## src/rtl/stream_demux_1_4_pkg.sv

```systemverilog
// Shared constants, index type and helpers for the 1:4 stream demux.
// Package demux_pkg: N_CH, SEL_W, CNT_W, sel_t, sel_onehot().
package demux_pkg;

    localparam int N_CH  = 4;
    localparam int SEL_W = 2;
    localparam int CNT_W = 8;

    typedef logic [SEL_W-1:0] sel_t;

    // One-hot decode of a channel index.
    function automatic logic [N_CH-1:0] sel_onehot(input sel_t s);
        logic [N_CH-1:0] v;
        v = '0;
        v[s] = 1'b1;
        return v;
    endfunction

endpackage

```

## src/rtl/stream_demux_1_4_if.sv

```systemverilog
// Bundle of upstream and downstream stream signals for stream_demux_1_4.
// Signals: up_valid/up_ready/up_sel/up_data, dn_valid/dn_ready/dn_data,
// and dn_count when DEMUX_COUNT_EN is defined.
// Modports: slave = demux side, master = producer/consumer side.
interface stream_demux_1_4_if
    import demux_pkg::*;
#(
    parameter int W = 4
);

    logic              up_valid;
    logic              up_ready;
    sel_t              up_sel;
    logic [W-1:0]      up_data;
    logic [N_CH-1:0]   dn_valid;
    logic [N_CH-1:0]   dn_ready;
    logic [N_CH*W-1:0] dn_data;
`ifdef DEMUX_COUNT_EN
    logic [N_CH*CNT_W-1:0] dn_count;
`endif

    modport slave (
        input  up_valid,
        input  up_sel,
        input  up_data,
        input  dn_ready,
        output up_ready,
        output dn_valid,
        output dn_data
`ifdef DEMUX_COUNT_EN
        ,
        output dn_count
`endif
    );

    modport master (
        output up_valid,
        output up_sel,
        output up_data,
        output dn_ready,
        input  up_ready,
        input  dn_valid,
        input  dn_data
`ifdef DEMUX_COUNT_EN
        ,
        input  dn_count
`endif
    );

endinterface

```

## src/rtl/stream_demux_1_4_out_slot.sv

```systemverilog
// One-entry valid/ready output register (module out_slot).
// Ports: clk, rst_n, i_push_valid, i_push_data, o_push_ready,
// o_valid, o_data, i_pop_ready.
module out_slot #(
    parameter int W = 4
) (
    input  logic         clk,
    input  logic         rst_n,
    input  logic         i_push_valid,
    input  logic [W-1:0] i_push_data,
    output logic         o_push_ready,
    output logic         o_valid,
    output logic [W-1:0] o_data,
    input  logic         i_pop_ready
);

    logic         r_valid;
    logic [W-1:0] r_data;
    logic         w_push;
    logic         w_pop;

    // Room exists when empty or when the held beat leaves this cycle.
    assign o_push_ready = ~r_valid | i_pop_ready;
    assign w_push       = i_push_valid & o_push_ready;
    assign w_pop        = r_valid & i_pop_ready;

    always_ff @(posedge clk or negedge rst_n) begin
        if (!rst_n) begin
            r_valid <= 1'b0;
            r_data  <= '0;
        end else begin
            if (w_push) begin
                r_valid <= 1'b1;
                r_data  <= i_push_data;
            end else if (w_pop) begin
                r_valid <= 1'b0;
            end
        end
    end

    assign o_valid = r_valid;
    assign o_data  = r_data;

endmodule

```

## src/rtl/stream_demux_1_4.sv

```systemverilog
// Valid/ready 1:4 stream demux: each upstream beat goes to the
// output slot chosen by up_sel; a stalled slot blocks only its beats.
// Ports: clk, rst_n, bus (stream_demux_1_4_if.slave).
// Macro DEMUX_COUNT_EN adds per-channel 8-bit accepted-beat counters.
module stream_demux_1_4
    import demux_pkg::*;
#(
    parameter int W = 4
) (
    input logic                clk,
    input logic                rst_n,
    stream_demux_1_4_if.slave  bus
);

    logic [N_CH-1:0]   w_push;
    logic [N_CH-1:0]   w_slot_rdy;
    logic [N_CH-1:0]   w_dn_valid;
    logic [N_CH*W-1:0] w_dn_data;

    assign w_push = {N_CH{bus.up_valid}} & sel_onehot(bus.up_sel);

    for (genvar g = 0; g < N_CH; g++) begin : g_slot
        out_slot #(
            .W (W)
        ) u_slot (
            .clk          (clk),
            .rst_n        (rst_n),
            .i_push_valid (w_push[g]),
            .i_push_data  (bus.up_data),
            .o_push_ready (w_slot_rdy[g]),
            .o_valid      (w_dn_valid[g]),
            .o_data       (w_dn_data[g*W +: W]),
            .i_pop_ready  (bus.dn_ready[g])
        );
    end

    // Ready depends only on the addressed slot, never on up_valid.
    assign bus.up_ready = w_slot_rdy[bus.up_sel];
    assign bus.dn_valid = w_dn_valid;
    assign bus.dn_data  = w_dn_data;

`ifdef DEMUX_COUNT_EN
    logic [N_CH-1:0]            w_acc;
    logic [N_CH-1:0][CNT_W-1:0] r_cnt;

    assign w_acc = w_push & w_slot_rdy;

    // Free-running wrap at 2^CNT_W.
    always_ff @(posedge clk or negedge rst_n) begin
        if (!rst_n) begin
            r_cnt <= '0;
        end else begin
            for (int i = 0; i < N_CH; i++) begin
                if (w_acc[i]) begin
                    r_cnt[i] <= r_cnt[i] + 1'b1;
                end
            end
        end
    end

    assign bus.dn_count = r_cnt;
`endif

endmodule

```

## src/flat_wrapper.sv

```systemverilog
// flat-port wrapper written by rule: the top's interface ports become plain ports
module stream_demux_1_4_flat import demux_pkg::*;
#(
    parameter int W = 4
)
  (clk, rst_n, bus_up_valid, bus_up_sel, bus_up_data, bus_dn_ready, bus_up_ready, bus_dn_valid, bus_dn_data);
  stream_demux_1_4_if #(.W(W)) bus_i ();
  input logic clk;
  input logic rst_n;
  input wire logic [$bits(bus_i.up_valid)-1:0] bus_up_valid;
  input wire logic [$bits(bus_i.up_sel)-1:0] bus_up_sel;
  input wire logic [$bits(bus_i.up_data)-1:0] bus_up_data;
  input wire logic [$bits(bus_i.dn_ready)-1:0] bus_dn_ready;
  output wire logic [$bits(bus_i.up_ready)-1:0] bus_up_ready;
  output wire logic [$bits(bus_i.dn_valid)-1:0] bus_dn_valid;
  output wire logic [$bits(bus_i.dn_data)-1:0] bus_dn_data;
  assign bus_i.up_valid = bus_up_valid;
  assign bus_i.up_sel = bus_up_sel;
  assign bus_i.up_data = bus_up_data;
  assign bus_i.dn_ready = bus_dn_ready;
  assign bus_up_ready = bus_i.up_ready;
  assign bus_dn_valid = bus_i.dn_valid;
  assign bus_dn_data = bus_i.dn_data;
  stream_demux_1_4 #(.W(W)) u_core (.clk(clk), .rst_n(rst_n), .bus(bus_i));
endmodule
```

## config.mk

```make
export PLATFORM = sky130hd
export DESIGN_NAME = stream_demux_1_4_flat
export DESIGN_NICKNAME = d
export VERILOG_FILES = /design/src/rtl/stream_demux_1_4_pkg.sv /design/src/rtl/stream_demux_1_4_if.sv /design/src/rtl/stream_demux_1_4_out_slot.sv /design/src/rtl/stream_demux_1_4.sv /design/src/flat_wrapper.sv
export SDC_FILE = /design/constraint.sdc
export NUM_CORES = 1
export LEC_CHECK = 0
export BUFFER_PORTS_ARGS = -buffer_cell sky130_fd_sc_hd__buf_2
export CORE_UTILIZATION = 43
export CTS_CLUSTER_DIAMETER = 40
export CTS_CLUSTER_SIZE = 10
export DETAILED_ROUTE_END_ITERATION = 10
export HOLD_SLACK_MARGIN = 0.06
export PLACE_DENSITY = 0.74
export SYNTH_ARGS = -nofsm -noshare
export SYNTH_HDL_FRONTEND = slang
export SYNTH_HIERARCHICAL = 1
export SYNTH_SLANG_ARGS = --single-unit
export TNS_END_PERCENT = 20
```

## constraint.sdc

```tcl
create_clock -name clk -period 1 [get_ports clk]
set_input_delay 0 -clock clk [delete_from_list [all_inputs] [get_ports clk]]
set_output_delay 0 -clock clk [all_outputs]
set_load 0.005 [all_outputs]
```

==> results of run 1 <==
## metal layers
metal | up-vias | track usage | wire length (um) | share of wire
met5 | - | 0 | 0 | 0
met4 | 0 | 0.0735 | 21 | 0.011
met3 | 2 | 0.0314 | 80 | 0.043
met2 | 19 | 0.286 | 928 | 0.49
met1 | 297 | 0.234 | 851 | 0.45
li1 | 283 | - | - | -
## metrics by stage
step,util,total power (uW),instances,setup slack (ns),hold WS [ns]
2_1_floorplan,-,1330,53,0.0122,-0.296
3_5_place_dp,0.567,1560,114,-0.0427,-0.0275
3_3_place_gp,0.567,1540,114,-0.0267,-0.0315
5_1_grt,0.669,2390,130,-0.455,0.174
6_report,0.669,2260,130,-0.399,0.161
4_1_cts,0.649,2260,128,-0.359,0.147
## repair_timing
item | in CTS | in global routing
endpoints found under the hold margin | 36 | 0
endpoints found under the setup margin | 17 | 18
resized for setup | 4 | 4
hold buffers | 5 | 0
gates cloned | 0 | 0
pin swaps | 4 | 2
setup buffers | 5 | 2
## cells by family after synthesis
group / Yosys count / synth area share
simple gates: 16 / 0.178
flops: 20 / 0.539
mux: 17 / 0.283
## synth_stat cells
master,count
or2b_1,4
and3b_2,2
and3_2,1
nand2b_4,4
nor3b_1,1
mux2_4,16
dfrtp_1,20
mux4_2,1
nand2_4,4
## how the worst min path moves through the flow
stage                                                          endpoint  cells after the start  slack [ns]
after floorplan           u_core/g_slot[0].u_slot/o_data[0]$_DFFE_PN0P_                      0       -0.30
after global placement    u_core/g_slot[2].u_slot/o_data[2]$_DFFE_PN0P_                      1       -0.03
after detailed placement  u_core/g_slot[1].u_slot/o_data[2]$_DFFE_PN0P_                      1       -0.03
after CTS                   u_core/g_slot[3].u_slot/o_valid$_DFFE_PN0P_                      3        0.15
after global routing        u_core/g_slot[1].u_slot/o_valid$_DFFE_PN0P_                      3        0.17
final                     u_core/g_slot[2].u_slot/o_data[2]$_DFFE_PN0P_                      2        0.16
## flip-flops by register name, indices dropped and copies added, names as in the netlist
register and flops:
u_core/g_slot.u_slot/o_valid 4, u_core/g_slot.u_slot/o_data 16
## worst max-delay path: cells and delay by family, from the launching register on
| kind | cells | cell delay (ns) |
|---|---|---|
| buf+inv | 1 | 0.15 |
| flops | 1 | 0.41 |
| mux | 1 | 0.47 |
| simple gates | 1 | 0.07 |
## final cells by class
cell class                      instances  area (um2)
Fill cell                             149         662
Sequential cell                        20         500
Multi-Input combinational cell         33         463
Timing Repair Buffer                   46         290
Tap cell                               27        33.8
Clock inverter                          1        30.0
Clock buffer                            3        22.5
## where the power goes
group | internal, uW | switching, uW | leakage [uW] | total, uW
Combinational | 371 | 195 | 0.000449 | 567
Sequential | 954 | 85.3 | 0.000242 | 1040
Clock | 405 | 245 | 0.0000279 | 650
==> run_results.csv, run 1 <==
group,metric,value,unit
outcome,status,"finished, violations left",
outcome,violations,"negative setup slack",
die,die_area,0.00235,mm2
grt,track_usage,0.177,
timing,worst_pin_slew,0.443,ns
grt,antenna_found_initial,0,
cts,cts_tree,"built",
logic_synthesis,synth_area_leaders,"dfrtp_1, mux2_4, nand2b_4, nand2_4, or2b_1",
routing,ant_nets,0,
critical_path,r2r_start,"u_core/g_slot[1].u_slot/o_valid$_DFFE_PN0P_",
timing,setup-tns-final,-2.39,ns
finish,finalInstanceArea,0.00134,mm2
routing,drc,0,
cts,cts_buffers,3,
grt,grt_max_degree,21,
critical_path,cp_cell_sequence,"nand2b_4, mux4_2, buf_2",
routing,via_per_inst,4.62,
die,start_util,0.464,
logic_synthesis,synth.distinct_cells,9,
timing,setup_ws,-0.399,ns
routing,via_count,601,
logic_synthesis,synth.avg_cell_area,17.5,um2
critical_path,cp.required,1.00,ns
critical_path,start_kind,"flip-flop",
pwr,max-vdd-ir-drop,1.06,mV
logic_synthesis,yosysSeqAreaShare,0.539,
critical_path,critical_path_class,"reg2out",
routing,routedWlPerCell,14.5,um
pwr,power_density,1680,mW/mm2
critical_path,max_stage_delay,0.47,ns
die,die_y,48.5,um
critical_path,worstPathArrival,1.40,ns
die,rows,16,
die,fp.coreArea,0.00200,mm2
die,die_w,48.5,um
cts,insertion_delay,0.29,ns
timing,period_share,1.40,
finish,syn2layout_area_growth,44.3,%
logic_synthesis,syn_inst,53,
logic_synthesis,synth_top_area_cell,"dfrtp_1",
die,io_pins,34,
routing,drtIter0Drc,11,
pwr,p_leak,0.000718,uW
finish,final_common_cell,"buf_2",
run,maxCapViolations,0,
timing,fmax,715,MHz
grt,grt-ovfl-total,0,
logic_synthesis,ys_ff_latch,20,
timing,finalHoldViolCount,0,
cts,cts_max_level,1,
timing,fin_crit,1.40,ns
finish,diodes,0,
timing,drv_slew,0,
hold_path,min_path_type,"in2async",
placed_design,dpl.hpwl,1190,um
finish,drive_gt1_frac,0.709,
grt,grt_pass1_vias,598,
finish,mostFrequentLayoutCells,"buf_2, dfrtp_1, mux2_4",
cts,clkTransAtPathRegs,0.11,ns
routing,first_pass_iters,4,
logic_synthesis,yosys_warnings,6,
critical_path,cpMaxStageDelayCell,"mux4_2",
placed_design,placed_area,0.00113,mm2
routing,wirelength,1880,um
logic_synthesis,syn_nets,66,
finish,final_nets,117,
critical_path,critPathLaunch,"u_core/g_slot[0].u_slot/o_valid$_DFFE_PN0P_",
timing,setup_violations,19,
critical_path,r2r_cells,5,
timing,final.setup_skew,0.00140,ns
placed_design,portBuffers,33,
critical_path,crit_fanout,2,
timing,rsz0062_at_grt,"true",
critical_path,end_kind,"output port",
cts,cts.sinks,20,
critical_path,rr_endpoint,"u_core/g_slot[1].u_slot/o_data[0]$_DFFE_PN0P_",
logic_synthesis,synth_area,928,um2
timing,slew_headroom,0.704,
critical_path,endpoint,"bus_up_ready",
cts,cts-root-buf,"clkbuf_4",
cts,clk_path_buf_depth,2,
critical_path,ff2ff_setup_slack,-0.20,ns
placed_design,gp_congestion,0.738,
logic_synthesis,yosysTopAreaCellShare,0.539,
grt,grt_pass1_wl,3030,um
(Power assumes the default switching activity.)
==> run 2: changes to the inputs <==
Settings changed: CORE_UTILIZATION 43 to 45.
Clock period 1 ns to 1.7 ns, I/O delays scaled along.
==> run_results.csv, run 2 (synthesis results as in run 1) <==
group,metric,value,unit
timing,finalHoldViolCount,0,
cts,hold_buffers,5,
cts,clk_path_buf_depth,2,
cts,insertion_delay,0.29,ns
die,start_util,0.478,
die,fp.coreArea,0.00194,mm2
timing,setup-tns-final,0,ns
finish,final_common_cell,"buf_2",
timing,drv_slew,0,
finish,drive_gt1_frac,0.681,
timing,fmax,743,MHz
cts,cts_max_level,1,
pwr,power_density,935,mW/mm2
critical_path,crit_fanout,3,
pwr,max-vdd-ir-drop,0.574,mV
cts,cts_buffers,3,
timing,final.setup_skew,0.00591,ns
critical_path,cpMaxStageDelayCell,"mux4_2",
hold_path,min_path_type,"in2reg",
timing,slew_headroom,0.711,
placed_design,gp_congestion,0.655,
pwr,p_leak,0.000659,uW
routing,drc,0,
finish,largest_reg_flops,16,
grt,grt-ovfl-total,0,
timing,worst_pin_slew,0.432,ns
timing,rsz0062_at_grt,"false",
routing,wirelength,1640,um
timing,setup_violations,0,
grt,grt_max_degree,21,
critical_path,cp.required,1.70,ns
placed_design,dpl.hpwl,1200,um
cts,postCtsSetupBuffers,0,
finish,mostFrequentLayoutCells,"buf_2, dfrtp_1, mux2_4",
critical_path,start_kind,"flip-flop",
grt,track_usage,0.163,
cts,cts.sinks,20,
timing,fin_crit,1.35,ns
routing,via_per_inst,4.69,
critical_path,cp_cell_sequence,"nand2b_4, mux4_2, buf_2",
routing,drtIter0Drc,6,
cts,cts_resized,0,
critical_path,critical_path_class,"reg2out",
routing,ant_nets,0,
grt,grt_pass1_vias,533,
grt,grt_pass1_wl,2420,um
cts,clkTransAtPathRegs,0.10,ns
placed_design,portBuffers,33,
routing,first_pass_iters,4,
critical_path,end_kind,"output port",
die,die_area,0.00225,mm2
run,maxCapViolations,0,
critical_path,worstPathArrival,1.35,ns
die,io_pins,34,
critical_path,critPathBufInv,1,
die,die_y,47.4,um
timing,period_share,0.791,
cts,cts_tree,"built",
routing,via_count,568,
critical_path,max_stage_delay,0.45,ns
cts,cts-root-buf,"clkbuf_4",
die,rows,16,
routing,routedWlPerCell,13.5,um
finish,final_nets,109,
finish,final_util,0.618,
finish,diodes,0,
grt,antenna_found_initial,0,
die,die_w,47.4,um
critical_path,cp_top_family,"multiplexers",
outcome,status,"completed",
finish,syn2layout_area_growth,29.2,%
[run 2: power by group]
| group | leakage, uW | switching [uW] | internal (uW) |
|---|---|---|---|
| Clock | 0.0000138 | 129 | 82.2 |
| Combinational | 0.000404 | 102 | 199 |
| Sequential | 0.000242 | 48.2 | 561 |
[run 2: path summary, 6_finish.rpt]
path | end | startpoint | cells after the start | slack (ns)
setup reg to reg | u_core/g_slot[0].u_slot/o_data[3]$_DFFE_PN0P_ | u_core/g_slot[0].u_slot/o_valid$_DFFE_PN0P_ | 3 | 0.67
hold / removal | u_core/g_slot[2].u_slot/o_valid$_DFFE_PN0P_ | bus_dn_ready[2] | 3 | 0.13
setup / recovery | bus_up_ready | u_core/g_slot[3].u_slot/o_valid$_DFFE_PN0P_ | 3 | 0.35
hold reg to reg | u_core/g_slot[1].u_slot/o_data[2]$_DFFE_PN0P_ | u_core/g_slot[1].u_slot/o_data[2]$_DFFE_PN0P_ | 1 | 0.51
max in group asynchronous | u_core/g_slot[3].u_slot/o_valid$_DFFE_PN0P_ | rst_n | 2 | 1.22
min in group asynchronous | u_core/g_slot[1].u_slot/o_data[0]$_DFFE_PN0P_ | rst_n | 2 | 0.17
[run 2: layout make-up]
class                           count  area, um2
Tap cell                           27       33.8
Sequential cell                    20        500
Clock buffer                        3       22.5
Fill cell                         176        742
Timing Repair Buffer               38        215
Multi-Input combinational cell     33        428
[run 2: per-layer routing]
| metal | global-route usage | wire, um |
|---|---|---|
| met5 | 0 | 0 |
| met4 | 0.0686 | 14 |
| met3 | 0.0340 | 57 |
| met2 | 0.247 | 785 |
| met1 | 0.228 | 781 |
[run 2: worst register-to-register path, cell delays in order, from the launching register on]
cell and delay, ns:
dfrtp_1 0.41, nand2b_4 0.10, nand2_4 0.09, mux2_4 0.32
[run 2: stage by stage]
step | cells | worst slack, ns | cell area [um2] | hold WS, ns | power (uW)
after floorplan | 53 | 0.712 | 928 | -0.296 | 780
after global placement | 113 | 0.644 | 1130 | -0.0379 | 907
after detailed placement | 113 | 0.593 | 1130 | -0.0318 | 913
after CTS | 121 | 0.331 | 1200 | 0.119 | 1130
after global routing | 121 | 0.271 | 1200 | 0.113 | 1190
final | 121 | 0.355 | 1200 | 0.130 | 1120
==> run 3: changes to the inputs <==
Clock period 1.7 ns to 1.3 ns, I/O delays scaled along.
==> run_results.csv, run 3 (synthesis results as in run 1) <==
group,metric,value,unit
outcome,status,"finished, violations left",
outcome,violations,"negative setup slack",
critical_path,start_kind,"flip-flop",
critical_path,worstPathArrival,1.34,ns
finish,final_nets,114,
run,maxCapViolations,0,
die,rows,16,
critical_path,cp.required,1.30,ns
timing,period_share,1.03,
timing,final.setup_skew,0.00449,ns
finish,largest_reg_flops,16,
cts,cts-root-buf,"clkbuf_4",
pwr,p_leak,0.000681,uW
finish,syn2layout_area_growth,33.3,%
critical_path,ff2ff_setup_slack,0.05,ns
die,die_area,0.00225,mm2
routing,wirelength,1730,um
cts,cts.sinks,20,
grt,grt_pass1_wl,2470,um
timing,fmax,744,MHz
finish,mostFrequentLayoutCells,"buf_2, dfrtp_1, mux2_4",
finish,final_common_cell,"buf_2",
timing,drv_slew,0,
grt,antenna_found_initial,0,
pwr,power_density,1200,mW/mm2
timing,setup_violations,1,
finish,fillers,177,
routing,via_per_inst,4.63,
critical_path,r2r_start,"u_core/g_slot[3].u_slot/o_valid$_DFFE_PN0P_",
pwr,p_sw,370,uW
cts,insertion_delay,0.29,ns
pwr,internal-power,1110,uW
pwr,p_seq_frac,0.539,
pwr,pwr-share-comb,0.274,
timing,whs,0.148,ns
grt,track_usage,0.166,
finish,diodes,0,
routing,first_pass_iters,4,
hold_path,min_path_type,"in2reg",
routing,drtIter0Drc,10,
grt,grt_max_degree,21,
grt,grt_pass1_vias,545,
pwr,max-vdd-ir-drop,0.753,mV
cts,cts_resized,0,
routing,drc,0,
timing,slew_headroom,0.705,
routing,ant_nets,0,
cts,cts_buffers,3,
critical_path,critical_path_class,"reg2out",
cts,cts_max_level,1,
timing,setup_ws,-0.0438,ns
critical_path,end_kind,"output port",
critical_path,endpoint,"bus_up_ready",
timing,worst_pin_slew,0.442,ns
die,start_util,0.478,
die,die_y,47.4,um
timing,finalHoldViolCount,0,
placed_design,place_ws,0.193,ns
critical_path,crit_fanout,2,
cts,clkTransAtPathRegs,0.10,ns
die,io_pins,34,
pwr,p_clk_frac,0.188,
die,die_w,47.4,um
placed_design,gp_congestion,0.655,
cts,cts_tree,"built",
placed_design,portBuffers,33,
timing,fin_crit,1.34,ns
critical_path,rr_endpoint,"u_core/g_slot[3].u_slot/o_data[3]$_DFFE_PN0P_",
pwr,swShare,0.250,
routing,routedWlPerCell,13.7,um
routing,via_count,583,
grt,grt-ovfl-total,0,
critical_path,r2r_cells,5,
finish,drive_gt1_frac,0.697,
critical_path,critPathLaunch,"u_core/g_slot[3].u_slot/o_valid$_DFFE_PN0P_",
placed_design,dpl.hpwl,1200,um
timing,rsz0062_at_grt,"true",
cts,clk_path_buf_depth,2,
die,fp.coreArea,0.00194,mm2
## run 3: changes by cell type in the layout (fill, tap and decap cells not counted), sizes merged
cell	previous run	this run
buf	33	38
## run 3: stage by stage
| stage | power, uW | instances | setup TNS, ns | cell area (um2) | utilization |
|---|---|---|---|---|---|
| 2_1_floorplan | 1020 | 53 | 0 | 928 | - |
| 3_3_place_gp | 1190 | 113 | 0 | 1130 | 0.581 |
| 3_5_place_dp | 1190 | 113 | 0 | 1130 | 0.581 |
| 4_1_cts | 1490 | 125 | -0.0410 | 1230 | 0.633 |
| 5_1_grt | 1570 | 126 | -0.130 | 1240 | 0.637 |
| 6_report | 1480 | 126 | -0.0438 | 1240 | 0.637 |
## run 3: per-layer routing
layer  track usage  up-vias  share of wire
met5             0        -              0
met4        0.0686        0         0.0081
met3        0.0340        2          0.033
met2         0.255       14           0.49
met1         0.231      283           0.47
li1              -      284              -
## run 3: worst min-delay path by stage
| stage | cells past startpoint | start | slack [ns] | to |
|---|---|---|---|---|
| detailed placement | 1 | rst_n | -0.03 | u_core/g_slot[1].u_slot/o_data[0]$_DFFE_PN0P_ |
| CTS | 3 | bus_up_valid | 0.14 | u_core/g_slot[3].u_slot/o_valid$_DFFE_PN0P_ |
| global placement | 1 | rst_n | -0.04 | u_core/g_slot[1].u_slot/o_data[0]$_DFFE_PN0P_ |
| floorplan | 0 | rst_n | -0.30 | u_core/g_slot[0].u_slot/o_data[0]$_DFFE_PN0P_ |
| finish | 3 | bus_up_valid | 0.15 | u_core/g_slot[1].u_slot/o_valid$_DFFE_PN0P_ |
| global route | 3 | bus_up_valid | 0.13 | u_core/g_slot[1].u_slot/o_valid$_DFFE_PN0P_ |
## run 3: timing repair
| action | 4_1_cts | 5_1_grt |
|---|---|---|
| setup buffers | 4 | 1 |
| setup endpoints to repair | 1 | 1 |
| hold buffers | 5 | 0 |
| hold endpoints to repair | 36 | 0 |
| pin swaps | 0 | 0 |
## run 3: layout make-up
type / count / area, um2 / area share
Tap cell: 27 / 33.8 / 0.0273
Sequential cell: 20 / 500 / 0.404
Multi-Input combinational cell: 33 / 428 / 0.346
Timing Repair Buffer: 43 / 253 / 0.204
Clock buffer: 3 / 22.5 / 0.0182
## run 3: power by group through the flow
stage	clock network [uW]	logic, uW	registers (uW)
3_3_place_gp	0	379	808
3_5_place_dp	0	388	806
5_1_grt	312	446	813
4_1_cts	286	408	799
2_1_floorplan	0	201	819
6_report	278	406	797
## run 3: critical path, cell delays in order (launching register included)
cell	delay [ns]
dfrtp_1	0.41
nand2b_4	0.07
mux4_2	0.45
buf_2	0.14
